### src/rtl/scarv_ccx_memif_arb.sv
// Two-requester arbiter sharing one CCX memory bus target, round-robin by default.
// Define SCARV_CCX_ARB_FIXED_PRIO_EN to make requester 0 win every unlocked contention.
module scarv_ccx_memif_arb #(
  parameter int AW = 32,
  parameter int DW = 32
) (
  input  logic            g_clk,
  input  logic            g_resetn,

  input  logic            s0_req,
  input  logic            s0_wen,
  input  logic [DW/8-1:0] s0_strb,
  input  logic [DW-1:0]   s0_wdata,
  input  logic [AW-1:0]   s0_addr,
  output logic            s0_gnt,
  output logic            s0_error,
  output logic [DW-1:0]   s0_rdata,

  input  logic            s1_req,
  input  logic            s1_wen,
  input  logic [DW/8-1:0] s1_strb,
  input  logic [DW-1:0]   s1_wdata,
  input  logic [AW-1:0]   s1_addr,
  output logic            s1_gnt,
  output logic            s1_error,
  output logic [DW-1:0]   s1_rdata,

  output logic            m_req,
  output logic            m_wen,
  output logic [DW/8-1:0] m_strb,
  output logic [DW-1:0]   m_wdata,
  output logic [AW-1:0]   m_addr,
  input  logic            m_gnt,
  input  logic            m_error,
  input  logic [DW-1:0]   m_rdata
);

  logic locked_q, locked_d;
  logic owner_q,  owner_d;
  logic last_q,   last_d;
  logic rsp_v_q,  rsp_v_d;
  logic rsp_id_q, rsp_id_d;

  logic sel;
  logic xfer;

  always_ff @(posedge g_clk or negedge g_resetn) begin
    if (!g_resetn) begin
      locked_q <= 1'b0;
      owner_q  <= 1'b0;
      last_q   <= 1'b1;
      rsp_v_q  <= 1'b0;
      rsp_id_q <= 1'b0;
    end else begin
      locked_q <= locked_d;
      owner_q  <= owner_d;
      last_q   <= last_d;
      rsp_v_q  <= rsp_v_d;
      rsp_id_q <= rsp_id_d;
    end
  end

  // A locked selection is never re-arbitrated, even if the owner misbehaves.
  always_comb begin
    sel = last_q;
    if (locked_q) begin
      sel = owner_q;
    end else if (s0_req && !s1_req) begin
      sel = 1'b0;
    end else if (s1_req && !s0_req) begin
      sel = 1'b1;
    end else if (s0_req && s1_req) begin
`ifdef SCARV_CCX_ARB_FIXED_PRIO_EN
      sel = 1'b0;
`else
      sel = ~last_q;
`endif
    end
  end

  always_comb begin
    if (sel) begin
      m_req   = s1_req;
      m_wen   = s1_wen;
      m_strb  = s1_strb;
      m_wdata = s1_wdata;
      m_addr  = s1_addr;
    end else begin
      m_req   = s0_req;
      m_wen   = s0_wen;
      m_strb  = s0_strb;
      m_wdata = s0_wdata;
      m_addr  = s0_addr;
    end
  end

  assign xfer = m_req & m_gnt;

  always_comb begin
    locked_d = locked_q;
    owner_d  = owner_q;
    last_d   = last_q;
    rsp_v_d  = xfer;
    rsp_id_d = rsp_id_q;
    if (m_req && !m_gnt) begin
      locked_d = 1'b1;
      owner_d  = sel;
    end
    if (xfer) begin
      locked_d = 1'b0;
      last_d   = sel;
      rsp_id_d = sel;
    end
  end

  // Read data is broadcast; only the error strobe is steered to the granted side.
  always_comb begin
    s0_gnt   = xfer & (sel == 1'b0);
    s1_gnt   = xfer & (sel == 1'b1);
    s0_error = m_error & rsp_v_q & (rsp_id_q == 1'b0);
    s1_error = m_error & rsp_v_q & (rsp_id_q == 1'b1);
    s0_rdata = m_rdata;
    s1_rdata = m_rdata;
  end

endmodule

### config.mk
export PLATFORM = sky130hd
export DESIGN_NAME = scarv_ccx_memif_arb
export DESIGN_NICKNAME = d
export VERILOG_FILES = /design/src/rtl/scarv_ccx_memif_arb.sv
export SDC_FILE = /design/constraint.sdc
export NUM_CORES = 1
export LEC_CHECK = 0
export ABC_AREA = 1
export CAP_MARGIN = 20
export CORE_AREA = 2 2 121 123
export CTS_CLUSTER_SIZE = 28
export DETAILED_ROUTE_END_ITERATION = 8
export DIE_AREA = 0 0 123 125
export DONT_BUFFER_PORTS = 1
export GPL_TIMING_DRIVEN = 1
export MAX_ROUTING_LAYER = met4
export SLEW_MARGIN = 20
export SYNTH_ARGS = -nofsm -noshare
export SYNTH_HDL_FRONTEND = slang
export SYNTH_SLANG_ARGS = --single-unit
### constraint.sdc
create_clock -name g_clk -period 1.5 [get_ports g_clk]
set_input_delay 0.3 -clock g_clk [delete_from_list [all_inputs] [get_ports g_clk]]
set_output_delay 0.3 -clock g_clk [all_outputs]
set_load 0.1 [all_outputs]
==> metrics.cfg <==
[floorplan]
start_util=0.117
rows=44
die-area_um2=15400
fp.dieW_um=123
io_pins=314
die_h_um=125
coreArea_um2=14200

[timing]
final_hold_viol_count=0
drv_slew=0
setup-violations-final=72
fin_ws_ps=-527
finClkSkew_ps=1.10
period_minus_slack_ps=2030
fin_crit_sh=1.35
rsz0062_at_grt=true
tightestPinTransition_ps=277
slew_headroom=0.817
max_freq_mhz=493

[final_layout]
area_growth_syn_to_layout_pct=129
antenna_cells=0
drive_above_1_share=0.881
nets=471
mostFrequentLayoutCell=nand2_2
final_cell_mix=nand2_2 (106), nand2_8 (82), nand2_4 (19), nand2_1 (16)
instances_no_fill=478

[place]
gp_congestion=0.722
dp_cells=459
dp_hpwl_mm=5.65
port-buffer-count=0

[global_route]
grt_pass1_vias=1954
grt_max_degree=23
grt-ovfl-total=0
track_usage=0.0904
grt_pass1_wl_mm=10.6
antenna_found_initial=0

[cts]
clock_path_buffers=2
cts.htree.levels=1
numCtsBuffers=3
cts_root_buffer=clkbuf_16
tritoncts=yes
clk_pin_slew_ps=30
cts_sinks=5
clk_latency_ps=220

[route]
first_iter_violations=37
wirelength_mm=7.46
dr.pass1.iters=4
via_per_inst=3.85
drt.antenna.violating_nets=0
wire_per_inst_um=15.6
vias=1842
drc=0

[outcome]
violations=negative setup slack
status=finished with violations

[setup_path]
crit_path_start_kind=register
worstSetupPathType=reg2out
critPathRequiredTime_ps=1200
endpoint_kind=primary output
arrival_ps=1730
worstPathMaxFanout=7

[yosys]
synth_nets=506
netlist_area_um2=1660
synth_area_per_cell_um2=5.03
netlist_instances=330
ys_types=16
seq_area_frac_synth=0.0762
yosysWarnings=0
synth-seq-cells=5

[worst_hold_path]
hp-class=in2reg

[flow_run]
max_cap_viol_count=0

-- sequential cells by signal, summed over array words and instances (netlist names) --
signal / cells
rsp_id_q: 1
last_q: 1
owner_q: 1
rsp_v_q: 1
locked_q: 1
-- synth_stat cells (all sizes together) --
cell | count | area [um2]
nand4 | 2 | 12.5
dfstp | 1 | 26.3
nand2 | 223 | 847
inv | 9 | 33.8
dfrtp | 4 | 100
buf | 78 | 563
nor2 | 2 | 7.51
nand3 | 9 | 57.6
a21oi | 1 | 5.00
or2 | 1 | 6.26
-- layout make-up --
class                   count  area, um2
inverters                   9       53.8
flip-flops and latches      5        126
well taps                 184        230
repair buffers             38        607
clock buffers               4       78.8
fillers                  1497      10400
multi-input cells         238       2700
-- logic make-up after synthesis --
| logic type | count (synthesis) | share of synthesized area |
|---|---|---|
| AND/OR/NAND/NOR | 237 | 0.561 |
| buffers and inverters | 87 | 0.360 |
| flip-flops | 5 | 0.0762 |
| AO/OA/AOI/OAI | 1 | 0.00301 |
-- routing by layer --
metal  vias to the layer above  GRT usage  part of all wire
li1                        854          -                 -
met1                       854     0.0955              0.33
met2                       113      0.168              0.56
met3                        21     0.0164             0.084
met4                         0     0.0261             0.018
met5                         -          -                 0
-- final timing paths --
| kind | start | end | slack [ps] | cells past startpoint |
|---|---|---|---|---|
| min in group asynchronous | g_resetn | locked_q | 370 | 1 |
| setup / recovery | last_q | m_wdata[16] | -530 | 9 |
| max in group asynchronous | g_resetn | last_q | 870 | 1 |
| hold / removal | s1_req | owner_q | 240 | 2 |
| setup reg to reg | last_q | rsp_id_q | 10 | 8 |
| hold reg to reg | rsp_id_q | rsp_id_q | 520 | 2 |
-- stage by stage --
step / setup WS [ps] / TNS, ps / utilization / hold WS, ps / cell area [um2]
floorplan: -441 / -14090 / - / 4.41 / 3020
global placement: -339 / -19320 / 0.207 / 4.52 / 2940
detailed placement: -374 / -21470 / 0.207 / 4.51 / 2940
CTS: -543 / -36090 / 0.252 / 244 / 3580
global route: -602 / -39760 / 0.267 / 259 / 3790
finish: -527 / -34150 / 0.267 / 243 / 3790
-- worst max-delay path, cell delays in order, from the launching register on --
cell	delay (ps)
dfstp_2	540
inv_2	40
nand2_2	60
nand3_4	90
nand2_8	160
buf_12	130
buf_12	140
buf_12	110
nand2_8	50
nand2_8	150
-- repair_timing --
action	in CTS	in global routing
resized for setup	97	42
buffers inserted	7	1
cloned	4	3
setup endpoints to repair	72	74
endpoints found under the hold margin	5	0
pin swaps	51	52
hold buffers	1	0
Power is not shown: default switching activity piles up to over one toggle a cycle in this logic, so the estimate is an artifact.
